===== src/rtl/spi_synth_controller.sv =====
// spi_synth_controller
//   Wishbone-programmed SPI master for synthesizer-style devices: shifts one
//   DATA_W word out MSB first, samples readback on spi_miso, then pulses a
//   per-device latch enable.
// Ports:
//   wb_clk_i, wb_rst_n_i       clock, async active-low reset
//   wb_adr_i..wb_stb_i         wishbone slave request
//   wb_dat_o, wb_ack_o, wb_err_o  wishbone slave response
//   spi_sclk, spi_mosi, spi_miso  serial bus (sclk idles low)
//   spi_le[NUM_CS-1:0]         latch enable, one per device
//   spi_ce                     device chip enable (mirrors CTRL.ce)
// Registers (wb_adr_i[3:2]): 0 TXDATA(W) 1 RXDATA(R) 2 CTRL(R/W) 3 STATUS(R/W1C)
module spi_synth_controller #(
   parameter int DATA_W = 32,
   parameter int NUM_CS = 2,
   parameter int DIV_W  = 8
) (
   input  logic              wb_clk_i,
   input  logic              wb_rst_n_i,
   input  logic [31:0]       wb_adr_i,
   input  logic [31:0]       wb_dat_i,
   input  logic [3:0]        wb_sel_i,
   input  logic              wb_we_i,
   input  logic              wb_cyc_i,
   input  logic              wb_stb_i,
   output logic [31:0]       wb_dat_o,
   output logic              wb_ack_o,
   output logic              wb_err_o,
   output logic              spi_sclk,
   output logic              spi_mosi,
   input  logic              spi_miso,
   output logic [NUM_CS-1:0] spi_le,
   output logic              spi_ce
);
   localparam int BW = $clog2(DATA_W);

   typedef enum logic [1:0] {IDLE, SETUP, SHIFT, LATCH} state_t;

   state_t            state;
   logic [DIV_W-1:0]  ctrl_div, div_q, cnt;
   logic [2:0]        ctrl_cs, cs_q;
   logic              ctrl_ce;
   logic              done, overrun, ph;
   logic [BW-1:0]     bit_cnt;
   logic [DATA_W-1:0] tx_reg, tx_sh, rx_sh, rx_reg, tx_new;
   logic [31:0]       ctrl_rd, ctrl_new, rdata;
   logic [NUM_CS-1:0] le_dec;

   logic busy, req, wr, wr_tx, wr_ctrl, wr_stat;
   assign busy    = (state != IDLE);
   assign req     = wb_cyc_i & wb_stb_i & ~wb_ack_o;
   // Writes commit on the ack cycle (bus still holds the request), so the
   // transfer enters SETUP on the cycle right after the ack.
   assign wr      = wb_ack_o & wb_cyc_i & wb_stb_i & wb_we_i;
   assign wr_tx   = wr & (wb_adr_i[3:2] == 2'd0);
   assign wr_ctrl = wr & (wb_adr_i[3:2] == 2'd2);
   assign wr_stat = wr & (wb_adr_i[3:2] == 2'd3);
   assign wb_err_o = 1'b0;
   assign spi_ce   = ctrl_ce;

   always_comb begin
      ctrl_rd = '0;
      ctrl_rd[DIV_W-1:0] = ctrl_div;
      ctrl_rd[18:16]     = ctrl_cs;
      ctrl_rd[24]        = ctrl_ce;
      ctrl_new = ctrl_rd;
      for (int i = 0; i < 32; i++)
         if (wb_sel_i[i/8]) ctrl_new[i] = wb_dat_i[i];
      tx_new = tx_reg;
      for (int i = 0; i < DATA_W; i++)
         if (wb_sel_i[i/8]) tx_new[i] = wb_dat_i[i];
   end

   always_comb begin
      rdata = '0;
      case (wb_adr_i[3:2])
         2'd1:    rdata[DATA_W-1:0] = rx_reg;
         2'd2:    rdata = ctrl_rd;
         2'd3:    rdata[2:0] = {overrun, done, busy};
         default: rdata = '0;
      endcase
   end

   // Out-of-range cs leaves every latch enable low.
   always_comb begin
      le_dec = '0;
      for (int i = 0; i < NUM_CS; i++)
         if (cs_q == 3'(i)) le_dec[i] = 1'b1;
   end

   logic unused_bits;
   assign unused_bits = ^{wb_adr_i[31:4], wb_adr_i[1:0], ctrl_new};

   always_ff @(posedge wb_clk_i or negedge wb_rst_n_i) begin
      if (!wb_rst_n_i) begin
         state    <= IDLE;
         wb_ack_o <= 1'b0;
         wb_dat_o <= '0;
         ctrl_div <= DIV_W'(8'h0F);
         ctrl_cs  <= '0;
         ctrl_ce  <= 1'b1;
         div_q    <= '0;
         cs_q     <= '0;
         cnt      <= '0;
         bit_cnt  <= '0;
         ph       <= 1'b0;
         done     <= 1'b0;
         overrun  <= 1'b0;
         tx_reg   <= '0;
         tx_sh    <= '0;
         rx_sh    <= '0;
         rx_reg   <= '0;
         spi_sclk <= 1'b0;
         spi_mosi <= 1'b0;
         spi_le   <= '0;
      end else begin
         wb_ack_o <= req;
         wb_dat_o <= req ? rdata : '0;

         if (wr_ctrl) begin
            ctrl_div <= ctrl_new[DIV_W-1:0];
            ctrl_cs  <= ctrl_new[18:16];
            ctrl_ce  <= ctrl_new[24];
         end
         if (wr_stat && wb_sel_i[0]) begin
            if (wb_dat_i[1]) done    <= 1'b0;
            if (wb_dat_i[2]) overrun <= 1'b0;
         end
         // Sets below are placed after the W1C so a coincident set wins.
         if (wr_tx && busy) overrun <= 1'b1;

         case (state)
            IDLE: begin
               if (wr_tx) begin
                  state    <= SETUP;
                  tx_reg   <= tx_new;
                  tx_sh    <= tx_new;
                  spi_mosi <= tx_new[DATA_W-1];
                  div_q    <= ctrl_div;
                  cs_q     <= ctrl_cs;
                  cnt      <= ctrl_div;
                  bit_cnt  <= '0;
                  spi_sclk <= 1'b0;
               end
            end
            SETUP: begin
               if (cnt == '0) begin
                  state    <= SHIFT;
                  cnt      <= div_q;
                  ph       <= 1'b0;
                  spi_sclk <= 1'b1;
                  rx_sh    <= {rx_sh[DATA_W-2:0], spi_miso};
               end else cnt <= cnt - 1'b1;
            end
            SHIFT: begin
               // Counter reloads at every phase boundary: no cumulative drift.
               if (cnt == '0) begin
                  cnt <= div_q;
                  if (!ph) begin
                     ph       <= 1'b1;
                     spi_sclk <= 1'b0;
                     tx_sh    <= tx_sh << 1;
                     spi_mosi <= tx_sh[DATA_W-2];
                  end else if (bit_cnt == BW'(DATA_W-1)) begin
                     state    <= LATCH;
                     spi_le   <= le_dec;
                  end else begin
                     bit_cnt  <= bit_cnt + BW'(1);
                     ph       <= 1'b0;
                     spi_sclk <= 1'b1;
                     rx_sh    <= {rx_sh[DATA_W-2:0], spi_miso};
                  end
               end else cnt <= cnt - 1'b1;
            end
            LATCH: begin
               if (cnt == '0) begin
                  state    <= IDLE;
                  spi_le   <= '0;
                  spi_mosi <= 1'b0;
                  rx_reg   <= rx_sh;
                  done     <= 1'b1;
               end else cnt <= cnt - 1'b1;
            end
            default: state <= IDLE;
         endcase
      end
   end
endmodule


===== config.mk =====
export PLATFORM = sky130hd
export DESIGN_NAME = spi_synth_controller
export DESIGN_NICKNAME = d
export VERILOG_FILES = /design/src/rtl/spi_synth_controller.sv
export SDC_FILE = /design/constraint.sdc
export NUM_CORES = 1
export LEC_CHECK = 0
export BUFFER_PORTS_ARGS = -buffer_cell sky130_fd_sc_hd__buf_2
export CAP_MARGIN = 10
export CORE_MARGIN = 2
export CORE_UTILIZATION = 45
export CTS_CLUSTER_DIAMETER = 120
export DETAILED_ROUTE_END_ITERATION = 6
export GPL_TIMING_DRIVEN = 1
export PLACE_DENSITY_LB_ADDON = 0.2
export SYNTH_ARGS = -nofsm -noshare
export SYNTH_HDL_FRONTEND = slang
export SYNTH_SLANG_ARGS = --single-unit

===== constraint.sdc =====
create_clock -name wb_clk_i -period 4.1 [get_ports wb_clk_i]
set_input_delay 0.41 -clock wb_clk_i [delete_from_list [all_inputs] [get_ports wb_clk_i]]
set_output_delay 0.41 -clock wb_clk_i [all_outputs]
set_load 0.01 [all_outputs]

# After elaboration in Yosys (flattened, before gate mapping)

Index checks and enable logic that the tools add are counted.
Widths: inputs -> output; s select.

Register bits: 205
Input port bits: 74
Output and inout port bits: 39
Word-level logic and storage cells: 167

Add/sub/neg operators: 2
Eq/ne operators: 18
Multiplexer cells: 88
Bitwise gates (word level): 9
Reduce and logical (&&, ||, !) cells: 30

Operators with widths:

| operator            | number |
|---|---|
| $mux 32             | 5 |
| $mux 31             | 3 |
| $pmux 32 s2         | 1 |
| $pmux 31 s2         | 1 |
| $pmux 29 s2         | 1 |
| $mux 1              | 53 |
| $reduce_and 5->1    | 5 |
| $mux 8              | 3 |
| $pmux 8 s3          | 1 |
| $mux 5              | 4 |
| $mux 2              | 9 |
| $ne 2x2->1 const B  | 9 |
| $reduce_and 2->1    | 7 |
| $reduce_bool 2->1   | 6 |
| $pmux 5 s2          | 1 |
| $pmux 3 s3          | 1 |
| $and 1x1->1         | 8 |
| $eq 2x2->1 const B  | 4 |
| $logic_not 8->1     | 1 |
| $pmux 2 s4          | 1 |
| $sub 8x1->8 const B | 1 |
| $pmux 1 s3          | 2 |
| $reduce_and 6->1    | 1 |
| $reduce_bool 3->1   | 2 |
| other kinds (14)    | 17 |

# Logic depth before layout (Yosys ltp)

Depth in word-level cells: 8
Depth in mapped cells: 8
Gate-level depth less buffers: 7

# Worst setup path before layout

No wires, ideal clock.

Kind: reg2reg
Start point: register cnt[0]
End point: register tx_sh[11]
Setup time: 0.125 ns
Arrival: 2.488 ns
Required time: 3.975 ns
Path slack: 1.487 ns
Stages on the path, launching flop included: 9
Buffers on the path: 2
Clock period less this slack: 2.613 ns
Cell sequence: dfrtp_1 > inv_1 > ha_1 > or4b_4 > buf_6 > or4_4 > a21oi_4 > buf_6 > mux2_2

Longest elaborated chain between the ends: 3

RTL lines:

| what                       | line | source |
|---|---|---|
| from (decl)                | 40   | `logic [DIV_W-1:0] ctrl_div, div_q, cnt;` |
| from (signal assigned)     | 141  | `cnt <= ctrl_div;` |
| from (signal assigned)     | 149  | `cnt <= div_q;` |
| from (signal assigned)     | 153  | `end else cnt <= cnt - 1'b1;` |
| $logic_not 8->1            | 157  | `if (cnt == '0) begin` |
| $ne 2x2->1 (no line)       | -    |  |
| $reduce_and 4->1 (no line) | -    |  |
| to (signal assigned)       | 137  | `tx_sh <= tx_new;` |
| to (signal assigned)       | 162  | `tx_sh <= tx_sh << 1;` |
| to (decl)                  | 45   | `logic [DATA_W-1:0] tx_reg, tx_sh, rx_sh, rx_reg, tx_new;` |

Every way passes these cells.
A chain may end at the register's enable or synchronous reset.

# Final worst setup path

Start point: register cnt[0]
End point: register tx_sh[4]

The elaborated chain is that of the path after synthesis.

==> run metrics <==
Hold Slack 0.0193 ns; CTS tree built; Worst-Margin Slew 1.12 ns; wire length per cell 16.3 µm; failing checks design-rule violations; initial antenna violation count 0; routed via count 6155; First-pass DRT Iterations 7; warnings from Yosys 0; crit-path leading delay family simple AND/OR/NAND/NOR gates; fin crit period 2.95 ns; Starting Density 0.460; Max IR drop VDD 0.264 mV; Worst Path Arrival 3.33 ns; Sink Count 205; pwr dens 405 nW/µm²; Slew headroom 0.255; global placement routability congestion 0.883; Placed Instances 1143; Worst-path clk slew 0.06 ns; Core ar. 19600 µm²; sequential fraction of the synthesis area 0.569; fraction of layout cells with a size suffix above 1 0.242; CTS root buf clkbuf_16; fraction of registers with async set/reset 1.00; final hold violation count 0; maxcap violations 0; Longest Clk Path Bufs 3; Rows 51; Worst Setup Path Type flip-flop to flip-flop; die area 21200 µm²; PortBufs 81; most common cell after layout, fill and taps aside dfrtp_1; CP startpoint kind flip-flop; main flop type after synthesis dfrtp_1; Pins Over Slew Limit 0; H-tree depth 1; Final Cycle Share 0.720; clk_lat worst skew 0.51 ns; clk_skew 0.0157 ns; Worst path slowest cell or4b_4; post_cts resized 0; antenna viol nets, final 0; commonest non-fill, non-tap cells in the layout dfrtp_1, nand2_1, buf_2, mux2_2, o21ai_0; first-pass GRT wire length 32300 µm; syn_area_per_cell 10.8 µm²; Critical Path End Type flip-flop; cts hold-fix bufs 0; DR iter-0 viols 431; CTS buffer count 23; Yosys cell types 58; final-layout fill cell count 1790; Crit path required time 4.48 ns; post-CTS setup buffers 0; synthesized instance count 832; DR DRC count 2; Fin Setup TNS 0 ns; ant diodes 0; cell chain of the critical path inv_1, ha_1, or4b_4, or4_4, a21oi_4, buf_4, mux2_2; Final #Nets 990; Vias per Instance 5.20; Crit Path Max Fanout 31; Ports 113; number of global-route vias before repair 6214; DP HPWL 12700 µm; Post-synth EDFFs 0; GRT Total Usage 0.185; synthesis-stage register bit count 205; DIE WIDTH 146 µm; RSZ-0062 raised after global routing no; Lkg Pwr 5.24 nW; largest net degree at the start of global routing 123; worst path bufs/invs 2; global route overflow 0; cell area after synthesis 9020 µm²; max frequency 339 MHz; status finished with violations; HP Class input port to asynchronous set/reset pin; Layout area overhead 15.2%; Max stage delay on crit path 0.57 ns; WL final 19300 µm; total power 0.00421 W; overall die height 146 µm; final setup vio count 0; Mapped Nets 919; Post-Layout Cell Count 1184
-- where the power goes --
part	total (W)	internal, W	switching [W]
Sequential	0.00206	0.00204	0.0000185
Clock	0.00197	0.00119	0.000779
Combinational	0.000180	0.0000640	0.000116
-- per-stage QoR --
stage / util / cell area, µm² / worst slack, ns
after floorplan: - / 9020 / 1.49
after global placement: 0.493 / 9660 / 1.19
after detailed placement: 0.493 / 9660 / 1.15
after CTS: 0.530 / 10400 / 1.13
after global routing: 0.530 / 10400 / 0.974
final: 0.530 / 10400 / 1.15
-- synth_stat cells, types with 2 or more instances --
cell type	instances	share of area
mux2i_1	33	0.037
ha_1	13	0.018
nand2b_1	4	0.0028
buf_2	3	0.0017
inv_1	13	0.0054
nor3_1	9	0.0050
nand2_1	194	0.081
a21oi_1	9	0.0050
clkbuf_1	40	0.017
dfstp_2	5	0.015
nor2b_1	2	0.0014
o22ai_1	3	0.0021
nand4_1	6	0.0042
o21ai_0	72	0.040
mux2_1	8	0.010
o32ai_1	2	0.0019
nor2_1	27	0.011
o311a_1	3	0.0033
nand3b_1	2	0.0017
a211oi_1	2	0.0017
nor4_1	3	0.0021
o31ai_1	3	0.0025
o211ai_1	5	0.0042
mux2_2	78	0.097
and4_1	2	0.0019
a311oi_1	3	0.0029
buf_1	3	0.0012
and3_1	22	0.015
a222oi_1	3	0.0033
a31oi_1	3	0.0021
buf_6	5	0.0062
or3_1	5	0.0035
a22oi_1	9	0.0075
nand3_1	15	0.0083
dfrtp_1	200	0.55
-- cell families (layout without fill, tap and decap cells) --
family / after synthesis / count (layout) / synth area share
other: 1 / 1 / 0.000416
buffers and inverters: 66 / 153 / 0.0325
adders and majority gates: 13 / 13 / 0.0180
AOI/OAI and AO/OA: 130 / 130 / 0.0896
and+or+nand+nor: 298 / 298 / 0.146
muxes: 119 / 119 / 0.144
DFF: 205 / 205 / 0.569
-- worst register-to-register path, stage by stage, from the launching register on --
cell,delay [ns]
dfrtp_1,0.43
inv_1,0.10
ha_1,0.27
or4b_4,0.57
or4_4,0.52
a21oi_4,0.15
buf_4,0.37
mux2_2,0.42
-- path summary, 6_finish.rpt --
| check | from | end | slack, ns | depth (start not counted) |
|---|---|---|---|---|
| hold reg to reg | rx_reg[20] | rx_reg[20] | 0.47 | 2 |
| hold / removal | wb_rst_n_i | wb_dat_o[8] | 0.02 | 1 |
| min in group wb_clk_i | spi_miso | rx_sh[0] | 0.14 | 2 |
| max in group asynchronous | wb_rst_n_i | ctrl_div[3] | 2.98 | 2 |
| setup reg to reg | cnt[0] | tx_sh[4] | 1.15 | 7 |
| setup / recovery | cnt[0] | tx_sh[4] | 1.15 | 7 |
-- per-layer routing --
layer / wire length [µm] / global-route usage / up-vias
met4: 318 / 0.0495 / 0
met1: 9340 / 0.267 / 2975
met5: 0 / 0 / -
li1: - / - / 3025
met3: 778 / 0.0260 / 24
met2: 8830 / 0.295 / 131
-- area by class of cell --
class	count	area (µm²)	area share
clock buffer	38	682	0.0656
inverter	14	52.6	0.00506
clock inverter	3	43.8	0.00422
timing repair buffer	98	542	0.0521
sequential	205	5140	0.494
tap	265	332	0.0319
multi-input combinational	561	3600	0.347
No activity file was read; power rests on OpenSTA's default activity.
